### src/rtl/con_pkg.sv
// Shared types and defaults for the up/down modulo counter.
package con_pkg;

  localparam int unsigned CON_W_DEF = 3;

  typedef enum logic {
    RUN  = 1'b0,
    HALT = 1'b1
  } con_state_t;

endpackage

### src/rtl/con_updown_n_if.sv
// Control/data bundle for con_updown_n; gq exists only with CON_GRAY_OUT_EN.
interface con_updown_n_if import con_pkg::*; #(
  parameter int unsigned W = CON_W_DEF
) ();
  logic         x;
  logic         en;
  logic         ld;
  logic         os;
  logic [W-1:0] d;
  logic [W-1:0] q;
  logic         tc;
  logic         wrap;
  logic         halted;
`ifdef CON_GRAY_OUT_EN
  logic [W-1:0] gq;
`endif

  modport master (
`ifdef CON_GRAY_OUT_EN
    input  gq,
`endif
    output x, en, ld, os, d,
    input  q, tc, wrap, halted
  );

  modport slave (
`ifdef CON_GRAY_OUT_EN
    output gq,
`endif
    input  x, en, ld, os, d,
    output q, tc, wrap, halted
  );
endinterface

### src/rtl/con_gray_enc.sv
// Binary to reflected-Gray encoder, combinational.
module con_gray_enc #(
  parameter int unsigned W = 3
) (
  input  logic [W-1:0] i_bin,
  output logic [W-1:0] o_gray
);
  assign o_gray = i_bin ^ (i_bin >> 1);
endmodule

### src/rtl/con_updown_n.sv
// Up/down modulo-MODULO counter with load, free-run/one-shot modes.
// Optional Gray-coded output gq when CON_GRAY_OUT_EN is defined.
module con_updown_n import con_pkg::*; #(
  parameter int unsigned W      = CON_W_DEF,
  parameter int unsigned MODULO = 2**W
) (
  input logic          clk,
  input logic          res,
  con_updown_n_if.slave bus
);

  localparam logic [W:0] LP_MAX = (W+1)'(MODULO - 1);
  localparam logic [W:0] LP_ONE = (W+1)'(1);

  logic [W-1:0] r_q;
  logic [W-1:0] w_q_nxt;
  con_state_t   r_state;
  con_state_t   w_state_nxt;
  logic         r_wrap;
  logic         w_wrap_nxt;
  logic         w_tc;
  logic [W:0]   w_q_ext;
  logic [W:0]   w_d_ext;
  logic [W:0]   w_inc;
  logic [W:0]   w_dec;

  // One extra bit keeps the clamp compare and +/-1 free of overflow.
  assign w_q_ext = {1'b0, r_q};
  assign w_d_ext = {1'b0, bus.d};
  assign w_inc   = w_q_ext + LP_ONE;
  assign w_dec   = w_q_ext - LP_ONE;
  assign w_tc    = (bus.x && (w_q_ext == LP_MAX)) || (!bus.x && (r_q == '0));

  always_comb begin
    w_q_nxt     = r_q;
    w_state_nxt = r_state;
    w_wrap_nxt  = 1'b0;
    if (bus.ld) begin
      w_q_nxt     = (w_d_ext <= LP_MAX) ? bus.d : LP_MAX[W-1:0];
      w_state_nxt = RUN;
    end else if (bus.en && (r_state == RUN)) begin
      if (w_tc) begin
        w_wrap_nxt = 1'b1;
        if (bus.os) begin
          w_state_nxt = HALT;
        end else begin
          w_q_nxt = bus.x ? '0 : LP_MAX[W-1:0];
        end
      end else begin
        w_q_nxt = bus.x ? w_inc[W-1:0] : w_dec[W-1:0];
      end
    end
  end

  always_ff @(posedge clk) begin
    if (res) begin
      r_q     <= '0;
      r_state <= RUN;
      r_wrap  <= 1'b0;
    end else begin
      r_q     <= w_q_nxt;
      r_state <= w_state_nxt;
      r_wrap  <= w_wrap_nxt;
    end
  end

  assign bus.q      = r_q;
  assign bus.tc     = w_tc;
  assign bus.wrap   = r_wrap;
  assign bus.halted = (r_state == HALT);

`ifdef CON_GRAY_OUT_EN
  con_gray_enc #(.W(W)) u_gray (
    .i_bin  (r_q),
    .o_gray (bus.gq)
  );
`endif

endmodule

### src/flat_wrapper.sv
// flat-port wrapper written by rule: the top's interface ports become plain ports
module con_updown_n_flat import con_pkg::*;
#(
  parameter int unsigned W      = CON_W_DEF,
  parameter int unsigned MODULO = 2**W
)
  (clk, res, bus_x, bus_en, bus_ld, bus_os, bus_d, bus_q, bus_tc, bus_wrap, bus_halted);
  con_updown_n_if #(.W(W)) bus_i ();
  input logic clk;
  input logic res;
  input wire logic [$bits(bus_i.x)-1:0] bus_x;
  input wire logic [$bits(bus_i.en)-1:0] bus_en;
  input wire logic [$bits(bus_i.ld)-1:0] bus_ld;
  input wire logic [$bits(bus_i.os)-1:0] bus_os;
  input wire logic [$bits(bus_i.d)-1:0] bus_d;
  output wire logic [$bits(bus_i.q)-1:0] bus_q;
  output wire logic [$bits(bus_i.tc)-1:0] bus_tc;
  output wire logic [$bits(bus_i.wrap)-1:0] bus_wrap;
  output wire logic [$bits(bus_i.halted)-1:0] bus_halted;
  assign bus_i.x = bus_x;
  assign bus_i.en = bus_en;
  assign bus_i.ld = bus_ld;
  assign bus_i.os = bus_os;
  assign bus_i.d = bus_d;
  assign bus_q = bus_i.q;
  assign bus_tc = bus_i.tc;
  assign bus_wrap = bus_i.wrap;
  assign bus_halted = bus_i.halted;
  con_updown_n #(.W(W), .MODULO(MODULO)) u_core (.clk(clk), .res(res), .bus(bus_i));
endmodule
### config.mk
export PLATFORM = sky130hd
export DESIGN_NAME = con_updown_n_flat
export DESIGN_NICKNAME = d
export VERILOG_FILES = /design/src/rtl/con_pkg.sv /design/src/rtl/con_updown_n_if.sv /design/src/rtl/con_gray_enc.sv /design/src/rtl/con_updown_n.sv /design/src/flat_wrapper.sv
export SDC_FILE = /design/constraint.sdc
export NUM_CORES = 1
export LEC_CHECK = 0
export BUFFER_PORTS_ARGS = -buffer_cell sky130_fd_sc_hd__clkbuf_2
export CAP_MARGIN = 20
export CORE_AREA = 2 2 39 41
export CTS_BUF_LIST = sky130_fd_sc_hd__clkbuf_16
export CTS_CLUSTER_SIZE = 10
export DETAILED_ROUTE_END_ITERATION = 10
export DIE_AREA = 0 0 41 43
export RECOVER_POWER = 100
export SYNTH_ARGS = -nofsm -noshare
export SYNTH_HDL_FRONTEND = slang
export SYNTH_HIERARCHICAL = 1
export SYNTH_SLANG_ARGS = --single-unit
### constraint.sdc
create_clock -name clk -period 3.35 [get_ports clk]
set_clock_uncertainty 0.2 [all_clocks]
set_input_delay 0.5025 -clock clk [delete_from_list [all_inputs] [get_ports clk]]
set_output_delay 0.5025 -clock clk [all_outputs]
set_load 0.005 [all_outputs]
* After elaboration in Yosys (flattened, before gate mapping)
Cells that the tools add are included.
** Operators by class
- Reductions and logical operators :: 11
- Equal/unequal tests :: 2
- Bitwise gates (word level) :: 2
- Magnitude comparators :: 1
- Mux-type cells :: 8
- $add $sub $neg :: 2
** Operators by type and width (count)
- 2-to-1 mux 3 bit :: 7
- adder 3 x 1 -> 3 bit (second input constant) :: 1
- equality test 3 bit (second input constant) :: 1
- less-or-equal comparator 3 bit (second input constant) :: 1
- logical AND 1 bit :: 3
- zero test 3 bit :: 1
- inequality test 3 bit (second input constant) :: 1
- AND reduction 3 bit :: 1
- OR reduction 3 bit :: 1
- subtractor 3 x 1 -> 3 bit (second input constant) :: 1
- NOT 1 bit :: 2
- AND reduction 2 bit :: 1
- nonzero test 2 bit :: 1
- OR reduction 2 bit :: 1
- zero test 1 bit :: 1
- logical OR 1 bit :: 1
- 2-to-1 mux 1 bit :: 1
** Storage, ports and cells
- Output and inout bits :: 6
- Register bits :: 5
- Input port bits :: 9
- Logic and storage cells :: 29

* Logic depth before layout (Yosys ltp)
- Depth in word-level cells :: 6
- Gate-level depth with buffers :: 7
- Gate-level depth less buffers :: 6

* Least setup slack after synthesis
No wires, ideal clock.
- Path type :: input-to-reg
- Start point :: in bus_x
- End point :: reg u_core.r_q[2] (netlist: u_core/bus.q[2])
- Arrival :: 2000 ps
- Data required time :: 3076 ps
- Stages :: 7
- Slack :: 1076 ps
- Setup time :: 74 ps
- Cell sequence :: buf_6 > inv_1 > fa_1 > xor2_1 > o211a_1 > a2111o_1 > a31oi_1
** Between the ends
- Cells in the longest elaborated chain, start to end :: 6
- Elaborated cells between the ends (all ways) :: 12
** RTL lines
- start: declaration :: line flat_wrapper.sv:11 : input wire logic [$bits(bus_i.x)-1:0] bus_x;
- zero test 1 bit :: line con_updown_n.sv:32 : assign w_tc = (bus.x && (w_q_ext == LP_MAX)) || (!bus.x && (r_q == '0));
- logical AND 1 bit :: line con_updown_n.sv:32
- logical OR 1 bit :: line con_updown_n.sv:32
- 2-to-1 mux 3 bit :: line con_updown_n.sv:42 : if (w_tc) begin
- 2-to-1 mux 3 bit :: line con_updown_n.sv:41 : end else if (bus.en && (r_state == RUN)) begin
- 2-to-1 mux 3 bit :: line con_updown_n.sv:38 : if (bus.ld) begin
- end signal: assignment :: line con_updown_n.sv:61 : r_q <= w_q_nxt;
- end: declaration :: line con_updown_n.sv:15 : logic [W-1:0] r_q;
Several ways; a longest one is shown, not always the timed one. The select of a mux whose other input is x is not followed.
A chain may end at the register's enable or synchronous reset.

* Worst setup path in the final report
Same ends and word-level chain as after synthesis.

==> impl_metrics.csv <==
group,metric,value,unit
floorplanning,die_h,43,um
global_route,grt_max_degree,12,
global_route,grt_pass1_vias,337,
cells_and_area,num-nets-final,74,
critical_path,path_class,"in2reg",
clock_network,cts_tree,"built",
synthesis,yosysSeqAreaShare,24.4,%
power,irDropWorstVdd,0.000374,V
critical_path,regToRegSetupSlack,1.24,ns
timing,setup_tns,0,ns
cells_and_area,layout_commonest_cell,"clkbuf_2",
critical_path,cpPeakStageDelay,0.49,ns
clock_network,clk_latency,0.22,ns
route,routed_wirelength,878,um
global_route,antenna_found_initial,0,
cells_and_area,n_antenna_cell,0,
floorplanning,rows,14,
global_route,overflow,0,
clock_network,cts-resized-gates,0,
route,ant_nets,0,
timing,finalHoldViolations,0,
critical_path,required,3.29,ns
timing,period_share,71.6,%
timing,setup_viol,0,
power,p_leak,0.238,nW
timing,rsz0062_at_grt,"no",
critical_path,end_kind,"register",
clock_network,ctsHoldBuffers,0,
critical_path,worst-path-stages,7,
synthesis,syn_inst,48,
floorplanning,start_util,29.7,%
synthesis,ys_warn_count,6,
route,drtIter0Drc,6,
cells_and_area,mostFrequentLayoutCells,"10 x clkbuf_2, 5 x dfxtp_1, 4 x clkbuf_1, 4 x a21oi_1",
flow_run,cap_violations,0,
hold_path,hold_depth,3,
synthesis,synth_cell_types,32,
clock_network,cts_buffers,3,
clock_network,cts.reportedPaths.clkPinSlew,0.03,ns
critical_path,critPathTopFamily,"compound AO/OA/AOI/OAI gates",
timing,worstMarginPinSlew,0.582,ns
hold_path,hold_class,"in2reg",
clock_network,post-cts-setup-buffers,0,
placement,dp_cells,75,
critical_path,crit_slowest_cell,"fa_1",
timing,fmax,417,MHz
timing,slew_headroom,60.9,%
clock_network,root_buffer,"clkbuf_16",
floorplanning,fp.coreArea,1380,um^2
global_route,grt_pass1_wl,1350,um
route,wl_per_cell,11.1,um
route,vias,403,
timing,finalMaxSlewViolations,0,
cells_and_area,area_delta_synth_final,28.7,%
synthesis,synth-seq-cells,5,
critical_path,start_kind,"input pin",
synthesis,synth_area,410,um^2
synthesis,syn_nets,58,
clock_network,cts_buffer_depth,2,
clock_network,htreeDepth,1,
route,drc,0,
timing,period_needed,2.40,ns
critical_path,worstPathCellList,"clkbuf_1 -> inv_1 -> fa_1 -> xor2_1 -> o211a_1 -> a2111o_1 -> a31oi_1",
synthesis,synth.avg_cell_area,8.55,um^2
critical_path,reg2reg_depth,5,
run_status,status,"finished clean",
floorplanning,die_area,1760,um^2
power,p_per_area,586,nW/um^2
floorplanning,die_x,41,um
placement,gp_congestion,0.654,
route,firstDrtPassIters,4,
cells_and_area,drive_gt1_share,22.2,%
clock_network,clock-sinks,5,
floorplanning,ios,15,
critical_path,arrival,2.34,ns
critical_path,crit_fanout,10,
cells_and_area,stdcell_count,79,
route,drt-vias-per-instance,5.10,
global_route,grt_usage,11.8,%
critical_path,path_buf_inv,2,
placement,portBuffers,14,
[synth_stat cells]
cell | instances | area, um^2
xor2_1 | 1 | 8.76
nor2b_1 | 1 | 6.26
clkbuf_1 | 1 | 3.75
o21bai_1 | 1 | 7.51
o21ai_2 | 1 | 8.76
nand3b_1 | 1 | 7.51
a2111o_1 | 1 | 11.3
and2b_1 | 1 | 7.51
and3_1 | 1 | 6.26
o22ai_1 | 1 | 6.26
nand2_1 | 3 | 11.3
o21ai_0 | 2 | 10.0
nand4bb_1 | 1 | 11.3
a31oi_1 | 1 | 6.26
nor3_2 | 1 | 10.0
nand3_1 | 3 | 15.0
inv_1 | 2 | 7.51
a21boi_4 | 1 | 18.8
nor2_1 | 2 | 7.51
fa_1 | 1 | 20.0
a21oi_1 | 4 | 20.0
nand4_1 | 1 | 6.26
buf_6 | 2 | 22.5
dfxtp_1 | 5 | 100
nor3_1 | 2 | 10.0
or4_4 | 1 | 11.3
o211a_1 | 1 | 10.0
o31ai_1 | 1 | 7.51
a2bb2oi_1 | 1 | 8.76
a22oi_1 | 1 | 7.51
and3b_1 | 1 | 8.76
nand2b_1 | 1 | 6.26
[registers in the layout (all words and copies together) (netlist names)]
signal / flops
u_core/bus.q: 3
u_core/bus.wrap: 1
u_core/bus.halted: 1
[power breakdown]
| part | total (W) | internal [W] | switching (W) | leakage, nW |
|---|---|---|---|---|
| Clock | 0.000191 | 0.000154 | 0.0000365 | 0.0423 |
| Combinational | 0.0000467 | 0.0000235 | 0.0000232 | 0.155 |
| Sequential | 0.0000719 | 0.0000638 | 0.00000811 | 0.0411 |
| Total | 0.000309 | 0.000242 | 0.0000678 | 0.238 |
[cell families after synthesis]
family / after synthesis / synth area share (%)
XOR/XNOR: 1 / 2.13
AO/OA/AOI/OAI: 16 / 29.9
flip-flops: 5 / 24.4
AND/OR/NAND/NOR: 20 / 30.5
adder cells (fa/ha/maj): 1 / 4.88
buffers and inverters: 5 / 8.23
[routing by layer]
metal  up-vias  part of all wire, %  track usage (%)
met5         -                    0                0
met4         0                    0             4.00
met3         0                  7.4             9.42
met2        13                   42             16.3
met1       181                   50             13.2
li1        209                    -                -
[final cells by class]
class / count / area, um^2
well taps: 16 / 20.0
flip-flops and latches: 5 / 100
clock buffers: 3 / 75.1
clock inverters: 1 / 3.75
multi-input cells: 38 / 256
fillers: 156 / 856
inverters: 2 / 7.51
repair buffers: 14 / 65.1
[per-stage QoR]
step           total power (W)  hold WS [ns]  instance area (um^2)  worst slack (ns)  util, %
6_report              0.000309         0.320                   528             0.953     38.2
5_1_grt               0.000326         0.321                   528             0.849     38.2
4_1_cts               0.000318         0.323                   553              1.08     40.0
3_5_place_dp          0.000125         0.327                   474             0.861     34.3
3_3_place_gp          0.000124         0.333                   474             0.880     34.3
2_1_floorplan         0.000111         0.315                   410              1.08        -
[worst register-to-register path: stages (launching register included)]
cell and delay, ns:
dfxtp_1 0.40, fa_1 0.49, xor2_1 0.16, o211a_1 0.21
a2111o_1 0.39, a31oi_1 0.18
[path summary, 6_finish.rpt]
| kind | from | end |
|---|---|---|
| min reg2reg | u_core/bus.halted | u_core/bus.halted |
| min | bus_d[0] | u_core/bus.q[0] |
| max | bus_x | u_core/bus.q[2] |
| max reg2reg | u_core/bus.q[0] | u_core/bus.q[2] |
No activity file was read; power rests on OpenSTA's default activity.
